### src/rtl/mem_arbiter_pkg.sv
// Shared definitions for the instruction/data memory arbiter.
package mem_arbiter_pkg;
   localparam int WORD_W           = 16;
   localparam int STARVE_W         = 3;
   localparam int STARVE_LIMIT_DEF = 3;

   typedef enum logic [1:0] {
      IDLE  = 2'd0,
      D_ACC = 2'd1,
      I_ACC = 2'd2,
      RESP  = 2'd3
   } arb_state_e;
endpackage

### src/rtl/mem_arbiter.sv
// Arbitrates one shared single-port memory between instruction fetch and data
// accesses; one access outstanding, data preferred until fetch starvation limit.
module mem_arbiter
   import mem_arbiter_pkg::*;
#(
   parameter int STARVE_LIMIT = STARVE_LIMIT_DEF
) (
   input  logic              clk,
   input  logic              reset,
   input  logic              if_req,
   input  logic [WORD_W-1:0] if_addr,
   output logic [WORD_W-1:0] if_rdata,
   output logic              if_ready,
   input  logic              d_rd,
   input  logic              d_wr,
   input  logic [WORD_W-1:0] d_addr,
   input  logic [WORD_W-1:0] d_wdata,
   output logic [WORD_W-1:0] d_rdata,
   output logic              d_ready,
   output logic              mem_req,
   output logic              mem_we,
   output logic [WORD_W-1:0] mem_addr,
   output logic [WORD_W-1:0] mem_wdata,
   input  logic [WORD_W-1:0] mem_rdata,
   input  logic              mem_ready,
   output logic              stall
);

   localparam logic [STARVE_W-1:0] LIMIT = STARVE_W'(STARVE_LIMIT);

   arb_state_e          state, state_nxt;
   logic [STARVE_W-1:0] starve_cnt;
   logic                d_pend;
   logic                grant_d, grant_i;
   logic                done_d, done_i;

   assign d_pend  = d_rd | d_wr;
   assign mem_req = (state == D_ACC) || (state == I_ACC);
   assign done_d  = (state == D_ACC) && mem_ready;
   assign done_i  = (state == I_ACC) && mem_ready;
   assign stall   = (if_req & ~if_ready) | (d_pend & ~d_ready);

   always_ff @(posedge clk or posedge reset) begin
      if (reset) state <= IDLE;
      else       state <= state_nxt;
   end

   always_comb begin
      state_nxt = state;
      grant_d   = 1'b0;
      grant_i   = 1'b0;
      case (state)
         IDLE: begin
            // Data wins contention unless the fetch has already been passed over LIMIT times.
            if (d_pend && !(if_req && (starve_cnt == LIMIT))) begin
               grant_d   = 1'b1;
               state_nxt = D_ACC;
            end else if (if_req) begin
               grant_i   = 1'b1;
               state_nxt = I_ACC;
            end
         end
         D_ACC:   if (mem_ready) state_nxt = RESP;
         I_ACC:   if (mem_ready) state_nxt = RESP;
         RESP:    state_nxt = IDLE;
         default: state_nxt = IDLE;
      endcase
   end

   always_ff @(posedge clk or posedge reset) begin
      if (reset) begin
         starve_cnt <= '0;
         mem_we     <= 1'b0;
         mem_addr   <= '0;
         mem_wdata  <= '0;
         if_rdata   <= '0;
         d_rdata    <= '0;
         if_ready   <= 1'b0;
         d_ready    <= 1'b0;
      end else begin
         if_ready <= done_i;
         d_ready  <= done_d;
         if (grant_d) begin
            mem_addr  <= d_addr;
            mem_wdata <= d_wdata;
            mem_we    <= d_wr;
            if (if_req && (starve_cnt != LIMIT)) starve_cnt <= starve_cnt + 1'b1;
         end
         if (grant_i) begin
            mem_addr   <= if_addr;
            mem_we     <= 1'b0;
            starve_cnt <= '0;
         end
         if (done_i)            if_rdata <= mem_rdata;
         // Writes leave the last read value visible to the data port.
         if (done_d && !mem_we) d_rdata  <= mem_rdata;
      end
   end

endmodule

### config.mk
export PLATFORM = sky130hd
export DESIGN_NAME = mem_arbiter
export DESIGN_NICKNAME = d
export VERILOG_FILES = /design/src/rtl/mem_arbiter_pkg.sv /design/src/rtl/mem_arbiter.sv
export SDC_FILE = /design/constraint.sdc
export NUM_CORES = 1
export LEC_CHECK = 0
export CAP_MARGIN = 20
export CORE_MARGIN = 3
export CORE_UTILIZATION = 39
export CTS_CLUSTER_DIAMETER = 30
export CTS_CLUSTER_SIZE = 12
export DETAILED_ROUTE_END_ITERATION = 8
export PLACE_DENSITY = 0.88
export SLEW_MARGIN = 20
export SYNTH_ARGS = -nofsm -noshare
export SYNTH_HDL_FRONTEND = slang
export SYNTH_SLANG_ARGS = --single-unit
### constraint.sdc
create_clock -name clk -period 3.58 [get_ports clk]
set_input_delay 1.074 -clock clk [delete_from_list [all_inputs] [get_ports clk]]
set_output_delay 1.074 -clock clk [all_outputs]
set_load 0.03 [all_outputs]
# After elaboration in Yosys (flattened, before gate mapping)
# Index checks and enable logic that the tools add are counted.
# totals
latchBits,0
elab_cells,54
mem_count,0
out_inout_bits,69
in_bits,70
mem_bits_rw,0
mem_bits_ro,0
register_bits,72
# op_classes
n_div,0
n_eq_ne,7
order_cmp,0
n_mux,16
bitwise,6
reduce_logical,15
mul,0
addsub,1
shift,0
# op_table
op,n
16-bit 2-to-1 mux,2
3-bit 2-to-1 mux,3
1-bit 2-to-1 mux,7
1-bit logical AND,6
2-bit 2-to-1 mux,3
2-bit one-hot mux with 3 select lines,1
2-bit equality test (second input constant),2
2-bit AND reduction,2
2-bit nonzero test,2
3-bit by 1-bit adder with 3-bit output (second input constant),1
3-bit by 2-bit equality test with 1-bit output (second input constant),1
3-bit by 2-bit != test with 1-bit output (second input constant),1
3-bit != test (second input constant),1
1-bit AND,2
2-bit by 1-bit equality test with 1-bit output (second input constant),1
1-bit zero test,2
2-bit zero test,1
2-bit by 1-bit != test with 1-bit output (second input constant),1
1-bit inverter,2
1-bit bitwise OR,2
2-bit OR reduction,1
1-bit logical OR,1

# Logic depth before layout (Yosys ltp)
# Gate-level depths: netlist (run 1).
# depth
word_depth,8
depth_mapped,7
depth_no_buf,5

# Worst setup path after synthesis (run 1)
# OpenSTA, ideal clock, no wires.
# synth_timing
path_kind,input-to-output
from,input port d_wr
to,output port stall
stages,2
slack_ns,0.886
required_ns,2.506
n_path_buf,0
t_arrival_ns,1.620
path_cell_list,nor2_1 > o22ai_1
# synth_between
elab_chain_len,3
# synth_rtl
element,line,text
"start, declared",mem_arbiter.sv:15,"input logic d_wr,"
1-bit bitwise OR,mem_arbiter.sv:37,assign d_pend = d_rd | d_wr;
1-bit AND,mem_arbiter.sv:41,assign stall = (if_req & ~if_ready) | (d_pend & ~d_ready);
1-bit bitwise OR,mem_arbiter.sv:41,
"end, declared",mem_arbiter.sv:26,output logic stall
# No other way between the ends.

# Worst setup path in the final report (run 1)
# Ends and elaborated chain as after synthesis.

==> results of run 1 <==
[through the flow]
| step | power [W] | std cells | area [um2] | util | setup WS [ns] |
|---|---|---|---|---|---|
| 6_report | 0.00474 | 445 | 4670 | 0.637 | 0.420 |
| 3_3_place_gp | 0.00399 | 430 | 4450 | 0.607 | 0.443 |
| 4_1_cts | 0.00479 | 445 | 4670 | 0.637 | 0.411 |
| 3_5_place_dp | 0.00406 | 430 | 4450 | 0.607 | 0.415 |
| 2_1_floorplan | 0.00303 | 199 | 2980 | - | 0.681 |
| 5_1_grt | 0.00500 | 445 | 4670 | 0.637 | 0.333 |
[power by group through the flow]
stage | combinational, W | clock (W) | sequential [W]
floorplan | 0.000858 | 0 | 0.00217
global placement | 0.00256 | 0 | 0.00143
detailed placement | 0.00261 | 0 | 0.00145
CTS | 0.00262 | 0.000724 | 0.00144
global route | 0.00275 | 0.000760 | 0.00149
finish | 0.00259 | 0.000705 | 0.00144
[synth_stat cells (all sizes together)]
master	n	area [um2]
ha	5	62.6
nor4b	1	8.76
clkbuf	2	8.75
o21bai	1	7.51
a22o	1	10.0
dfrtp	72	1800
inv	6	22.5
o21ai	3	15.0
a32o	1	10.0
mux2	48	541
nor2	2	7.51
a221o	16	173
nand2	3	11.3
o31a	1	8.76
buf	8	65.1
nor3	1	5.00
o22ai	1	6.26
o31ai	2	15.0
nor2b	3	26.3
o41ai	1	16.3
a21boi	2	18.8
a21o	1	7.51
and2	17	126
nand2b	1	6.26
[worst reg2reg max path, stage by stage, from the launching register on]
cell and delay, ns:
dfrtp_1 0.41, ha_1 0.21, ha_1 0.21, a21boi_2 0.17, nor2b_4 0.20, buf_4 0.36, mux2_2 0.40
[worst max-delay path by stage]
stage | cells after the start | slack [ns] | end
after floorplan | 1 | 0.68 | d_rdata[0]
after global placement | 4 | 0.44 | stall
after detailed placement | 4 | 0.41 | stall
after CTS | 4 | 0.41 | stall
after global routing | 4 | 0.33 | stall
final | 4 | 0.42 | stall
[cell families (layout without fill, tap and decap cells)]
family,Yosys count,in the layout,share of synthesized area
AO/OA/AOI/OAI,30,30,0.0966
buffers and inverters,16,163,0.0323
flip-flops,72,72,0.605
AND/OR/NAND/NOR,28,28,0.0642
adder cells (fa/ha/maj),5,5,0.0210
multiplexers,48,48,0.181
[registers in the layout, summed over array words and instances, names as in the netlist]
register,count
d_rdata,16
d_ready,1
if_rdata,16
if_ready,1
mem_addr,16
mem_wdata,16
mem_we,1
starve_cnt,3
state,2
[area by class of cell]
class / count / area (um2)
fill: 544 / 2660
sequential: 72 / 1800
timing repair buffer: 142 / 1420
multi-input combinational: 111 / 1080
clock buffer: 10 / 138
tap: 99 / 124
clock inverter: 5 / 81.3
inverter: 6 / 22.5
[per-layer routing]
metal | global-route usage | up-vias | wire length [um]
met2 | 0.266 | 106 | 3420
met4 | 0.0623 | 0 | 88
li1 | - | 1011 | -
met1 | 0.219 | 1056 | 3050
met5 | 0 | - | 0
met3 | 0.0636 | 10 | 723
==> results_dict.tcl, run 1 <==
set metrics [dict create \
    status "complete, no violations" \
    relSlewSlack 0.475 \
    p_sw_w 0.00185 \
    clock_skew_ns 0.0126 \
    grt_pass1_vias 2264 \
    dieArea_mm2 0.00873 \
    vias 2183 \
    crit_fanout 5 \
    timing.rr.end "mem_wdata[0]" \
    cp.arrival_ns 2.09 \
    wirelength_mm 7.28 \
    cts_made_buffers 9 \
    core_area_mm2 0.00733 \
    start_kind "input pin" \
    seqPwrFrac 0.304 \
    syn_area_per_cell_um2 15.0 \
    reg2reg_from "starve_cnt[0]" \
    pin_count 139 \
    yosys_warnings 0 \
    fin_crit_ns 3.16 \
    r2r_setup_slack_ns 1.49 \
    num-nets-final 417 \
    ys_seq_area_frac 0.605 \
    antenna_found_initial 0 \
    holdWs_ns 0.503 \
    critPathBufInv 2 \
    grt_max_degree 43 \
    cts_setup_buffers 0 \
    intPower_w 0.00289 \
    cp.required_ns 2.51 \
    clock_latency_ns 0.34 \
    clock_power_share 0.149 \
    ff2ff_path_depth 6 \
    cts-resized-gates 0 \
    cp_slowest_stage_delay_ns 0.48 \
    die_h_um 93.4 \
    vdd_drop_max_mv 0.529 \
    overflow 0 \
    final_cell_mix "137 x clkdlybuf4s50_1, 72 x dfrtp_1, 48 x mux2_2" \
    drt_iter0_drc 61 \
    startpoint "d_wr" \
    hpwl_mm 5.42 \
    clk_pin_slew_ns 0.08 \
    portBuffers 138 \
    slowest_stage "clkdlybuf4s50_1" \
    initial_core_util 0.407 \
    min_path_cells 2 \
    power.density_mw_per_mm2 1010 \
    drc 0 \
    gp_congestion 0.689 \
    cts_hold_buf 0 \
    synth-seq-cells 72 \
    grt_usage 0.171 \
    switching_share 0.391 \
    finalSetupTns_ns 0 \
    grt_pass1_wl_mm 11.5 \
    worstMarginPinSlew_ns 0.776 \
    max_freq_mhz 316 \
    final_layout_size_suffix_gt1_frac 0.289 \
    crit_type "in -> out" \
    netlist_area_mm2 0.00298 \
    leakagePower_nw 1.98 \
    drtPass1Iterations 4 \
    cts.sinks 72 \
    htree_levels 3 \
    clockRootBuffer "clkbuf_8" \
    comb_power_share 0.547 \
    path_delay_family "buffers and inverters" \
    setup_violations 0 \
    ys_types 30 \
    vias_per_cell 4.91 \
    final_antenna_net_count 0 \
    netlist_instances 199 \
    period_share 0.883 \
    syn_nets 274 \
    slew_violations 0 \
    path_cells "clkdlybuf4s50_1 > nor2_1 > o22ai_1 > buf_4" \
    clock_path_buffers 2 \
    holdCritStartpoint "starve_cnt[2]" \
    finalHoldViolCount 0 \
    grt_setup_unrepaired "no" \
    final_common_cell "clkdlybuf4s50_1" \
    cap_violations 0 \
    cts_tree "yes" \
    hp-class "reg -> reg" \
    drt-wirelength-per-cell_um 16.3 \
    syn_to_final_growth_pct 56.8 \
    hold_end "starve_cnt[2]" \
    num_rows 31 \
    critPathCaptureType "output port" \
    die_x_um 93.4 \
    antennaDiodeCount 0 \
]
Power figures use the tool's default switching activity.
==> run 2, diff against run 1 <==
--- a/config.mk
+++ b/config.mk
@@ -11,7 +11,9 @@
 export CTS_CLUSTER_DIAMETER = 30
 export CTS_CLUSTER_SIZE = 12
 export DETAILED_ROUTE_END_ITERATION = 8
-export PLACE_DENSITY = 0.88
+export DONT_BUFFER_PORTS = 1
+export GPL_ROUTABILITY_DRIVEN = 0
+export PLACE_DENSITY = 0.64
 export SLEW_MARGIN = 20
 export SYNTH_ARGS = -nofsm -noshare
 export SYNTH_HDL_FRONTEND = slang
==> run 2 against run 1 <==
Hold slack lost 0.011 ns. Fmax grew 16%. Total power shrank 20%. Cell count shrank 31%. Utilization shrank 19 points. Setup slack gained 0.44 ns. Routed wire length shrank 17%. Critical path type unchanged. Critical endpoint unchanged.
==> results_dict.tcl, run 2 (synthesis results as in run 1) <==
set metrics [dict create \
    clock_latency_ns 0.34 \
    clock_path_buffers 2 \
    holdWs_ns 0.493 \
    cp.required_ns 2.51 \
    grt_pass1_wl_mm 9.15 \
    wirelength_mm 6.03 \
    vias 1621 \
    clock_skew_ns 0.0123 \
    drtPass1Iterations 3 \
    drc 0 \
    vias_per_cell 5.28 \
    start_kind "input pin" \
    syn_to_final_growth_pct 9.03 \
    period_share 0.760 \
    cp.arrival_ns 1.65 \
    finalSetupTns_ns 0 \
    crit_type "in -> out" \
    cp_slowest_stage_delay_ns 0.52 \
    clockRootBuffer "clkbuf_8" \
    hp-class "reg -> reg" \
    fillers 661 \
    relSlewSlack 0.435 \
    final_common_cell "dfrtp_1" \
    grt_max_degree 34 \
    vdd_drop_max_mv 0.490 \
    leakagePower_nw 1.43 \
    antennaDiodeCount 0 \
    cap_violations 0 \
    die_x_um 93.4 \
    overflow 0 \
    drt_iter0_drc 42 \
    cts_setup_buffers 0 \
    grt_pass1_vias 1766 \
    switching_share 0.448 \
    final_antenna_net_count 0 \
    die_h_um 93.4 \
    critPathCaptureType "output port" \
    dieArea_mm2 0.00873 \
    clk_pin_slew_ns 0.08 \
    finalHoldViolCount 0 \
    num-nets-final 279 \
    comb_power_share 0.248 \
    core_area_mm2 0.00733 \
    path_delay_family "compound AO/OA/AOI/OAI gates" \
    slowest_stage "o22ai_1" \
    pin_count 139 \
    worstMarginPinSlew_ns 0.845 \
    htree_levels 3 \
    setup_violations 0 \
    crit_fanout 5 \
    status "complete, no violations" \
    fin_crit_ns 2.72 \
    final_cell_mix "72 x dfrtp_1, 48 x mux2_2, 16 x and2_2" \
    hpwl_mm 4.41 \
    dpl_worst_slack_ns 0.857 \
    initial_core_util 0.407 \
    critPathBufInv 0 \
    cts-resized-gates 0 \
    seqPwrFrac 0.590 \
    clock_power_share 0.162 \
    portBuffers 0 \
    grt_setup_unrepaired "no" \
    setup_ws_ns 0.859 \
    cts_made_buffers 9 \
    cts_hold_buf 0 \
    num_rows 31 \
    slew_violations 0 \
    max_freq_mhz 368 \
    p_sw_w 0.00171 \
    cts_tree "yes" \
    intPower_w 0.00210 \
    antenna_found_initial 0 \
    power.density_mw_per_mm2 1170 \
    grt_usage 0.138 \
    drt-wirelength-per-cell_um 19.6 \
    path_cells "nor2_1 > o22ai_1" \
    final_layout_size_suffix_gt1_frac 0.471 \
    cts.sinks 72 \
]
[run 2: cell count changes in the layout (fill, tap and decap cells not counted)]
cell | previous run | this run
clkinv_4 | 1 | 0
buf_12 | 1 | 0
clkdlybuf4s50_1 | 137 | 0
clkinvlp_4 | 1 | 0
bufinv_16 | 2 | 1
clkbuf_1 | 0 | 1
clkinv_2 | 1 | 3
[run 2: power by group through the flow]
stage	Sequential, W	Combinational [W]	Clock [W]
floorplan	0.00217	0.000858	0
global placement	0.00227	0.000919	0
detailed placement	0.00227	0.000957	0
CTS	0.00226	0.000959	0.000637
global route	0.00230	0.00104	0.000679
finish	0.00225	0.000945	0.000618
[run 2: layout make-up]
class	instances	area (um2)	area share
flip-flops and latches	72	1800	0.554
multi-input cells	111	1080	0.334
clock buffers	11	141	0.0435
well taps	99	124	0.0381
clock inverters	4	45.0	0.0139
repair buffers	4	30.0	0.00924
inverters	6	22.5	0.00693
[run 2: tightest hold or removal path: stages (launching register included)]
cell and delay (ns):
dfrtp_1 0.35, nand2_1 0.05, o31ai_1 0.05
[run 2: worst paths after layout]
path / from / slack (ns) / end / cells after the start
worst max-delay path: d_wr / 0.86 / stall / 2
worst min-delay path: starve_cnt[2] / 0.49 / starve_cnt[2] / 2
worst max register to register: starve_cnt[0] / 1.32 / mem_wdata[14] / 5
worst min register to register: starve_cnt[2] / 0.49 / starve_cnt[2] / 2
max in group asynchronous: reset / 2.23 / d_rdata[0] / 2
min in group asynchronous: reset / 0.63 / mem_wdata[3] / 1
[run 2: through the flow]
step,instances,instance area [um2],util,power [W]
after floorplan,199,2980,-,0.00303
after global placement,292,3060,0.417,0.00319
after detailed placement,292,3060,0.417,0.00323
after CTS,307,3250,0.443,0.00386
after global routing,307,3250,0.443,0.00402
final,307,3250,0.443,0.00381
[run 2: layer usage]
metal	wire length, um	vias to the layer above	GRT usage	share of wire
met3	755	6	0.0853	0.13
met5	0	-	0	0
met2	2930	86	0.226	0.49
met1	2260	801	0.143	0.38
li1	-	728	-	-
met4	77	0	0.0476	0.013
==> run 3, diff against run 2 <==
==> constraint.sdc (replaced) <==
create_clock -name clk -period 2.8 [get_ports clk]
set_input_delay 0.84 -clock clk [delete_from_list [all_inputs] [get_ports clk]]
set_output_delay 0.84 -clock clk [all_outputs]
set_load 0.03 [all_outputs]
==> run 3 against run 2 <==
Count of clock-buffer cells in the layout down 1. Critical path depth up 1. Non-clock buffer count up 2. Total power up 28%. Hold slack worse by 0.042 ns. Global-route usage up 0.21 points. Combinational power up 29%. Utilization up 0.53 points. Critical path type unchanged. Critical endpoint unchanged. Largest cell class unchanged.
==> results_dict.tcl, run 3 (synthesis results as in run 1) <==
set metrics [dict create \
    grt_pass1_wl_mm 9.23 \
    die_x_um 93.4 \
    grt_pass1_vias 1766 \
    vdd_drop_max_mv 0.591 \
    drt_iter0_drc 30 \
    drtPass1Iterations 4 \
    comb_power_share 0.249 \
    dpl_worst_slack_ns 0.433 \
    pin_count 139 \
    cts_made_buffers 9 \
    path_cells "nor2_1 > o22ai_1 > buf_4" \
    cts-resized-gates 0 \
    final_common_cell "dfrtp_1" \
    max_freq_mhz 460 \
    final_cell_mix "72 x dfrtp_1, 48 x mux2_2, 16 x and2_2" \
    setup_ws_ns 0.624 \
    initial_core_util 0.407 \
    critPathCaptureType "output port" \
    setup_violations 0 \
    grt_setup_unrepaired "no" \
    cts_tree "yes" \
    final_antenna_net_count 0 \
    holdWs_ns 0.451 \
    grt_usage 0.140 \
    clk_pin_slew_ns 0.07 \
    cp.arrival_ns 1.34 \
    vias_per_cell 5.31 \
    start_kind "input pin" \
    leakagePower_nw 1.43 \
    wirelength_mm 5.97 \
    power_w 0.00489 \
    seqPwrFrac 0.589 \
    finalHoldViolCount 0 \
    worstMarginPinSlew_ns 0.751 \
    num_rows 31 \
    clock_skew_ns 0.00932 \
    drc 0 \
    period_share 0.777 \
    antennaDiodeCount 0 \
    crit_type "in -> out" \
    status "complete, no violations" \
    critPathBufInv 1 \
    dieArea_mm2 0.00873 \
    clock_latency_ns 0.34 \
    slowest_stage "nor2_1" \
    core_area_mm2 0.00733 \
    fin_crit_ns 2.18 \
    cap_violations 0 \
    path_delay_family "simple AND/OR/NAND/NOR gates" \
    relSlewSlack 0.492 \
    cp_slowest_stage_delay_ns 0.21 \
    vias 1646 \
    num-nets-final 281 \
    power.density_mw_per_mm2 1490 \
    syn_to_final_growth_pct 10.3 \
    crit_fanout 5 \
    final_layout_size_suffix_gt1_frac 0.479 \
    clockRootBuffer "clkbuf_8" \
    ff2ff_path_depth 6 \
    clock_power_share 0.163 \
    hp-class "in -> async" \
    cp.required_ns 1.96 \
    p_sw_w 0.00221 \
    htree_levels 3 \
    grt_max_degree 73 \
    die_h_um 93.4 \
    drt-wirelength-per-cell_um 19.2 \
    switching_share 0.451 \
    path_depth 3 \
    intPower_w 0.00268 \
    cts.sinks 72 \
    cts_hold_buf 0 \
    slew_violations 0 \
    overflow 0 \
    cts_setup_buffers 0 \
    antenna_found_initial 0 \
    clock_path_buffers 2 \
    hpwl_mm 4.37 \
    finalSetupTns_ns 0 \
    portBuffers 0 \
]
## run 3: through the flow
step	cell area [um2]	util	std cells
floorplan	2980	-	199
global placement	3090	0.421	294
detailed placement	3090	0.421	294
CTS	3290	0.448	310
global route	3290	0.449	310
finish	3290	0.449	310
## run 3: power by group through the flow
stage	registers (W)	logic, W	clock network (W)
finish	0.00288	0.00122	0.000796
global placement	0.00290	0.00118	0
floorplan	0.00277	0.00110	0
detailed placement	0.00291	0.00124	0
global route	0.00295	0.00135	0.000883
CTS	0.00290	0.00124	0.000833
## run 3: final timing paths
kind                               start            end  slack [ns]
min reg2reg                starve_cnt[2]  starve_cnt[2]        0.50
max                                 d_wr          stall        0.62
min                                reset   mem_wdata[1]        0.45
max reg2reg                starve_cnt[0]  mem_wdata[14]        0.76
max in group asynchronous          reset    mem_addr[9]        2.01
min in group clk           starve_cnt[2]  starve_cnt[2]        0.50
## run 3: final cells by class
| type | count | area [um2] |
|---|---|---|
| fill | 658 | 4040 |
| sequential | 72 | 1800 |
| multi-input combinational | 111 | 1080 |
| clock buffer | 10 | 128 |
| tap | 99 | 124 |
| clock inverter | 6 | 70.1 |
| timing repair buffer | 6 | 57.6 |
| inverter | 6 | 22.5 |
## run 3: layer usage
layer	routed length, um	share of wire	GRT usage
met2	2880	0.48	0.224
met1	2250	0.38	0.150
met3	759	0.13	0.0845
met5	0	0	0
met4	76	0.013	0.0513
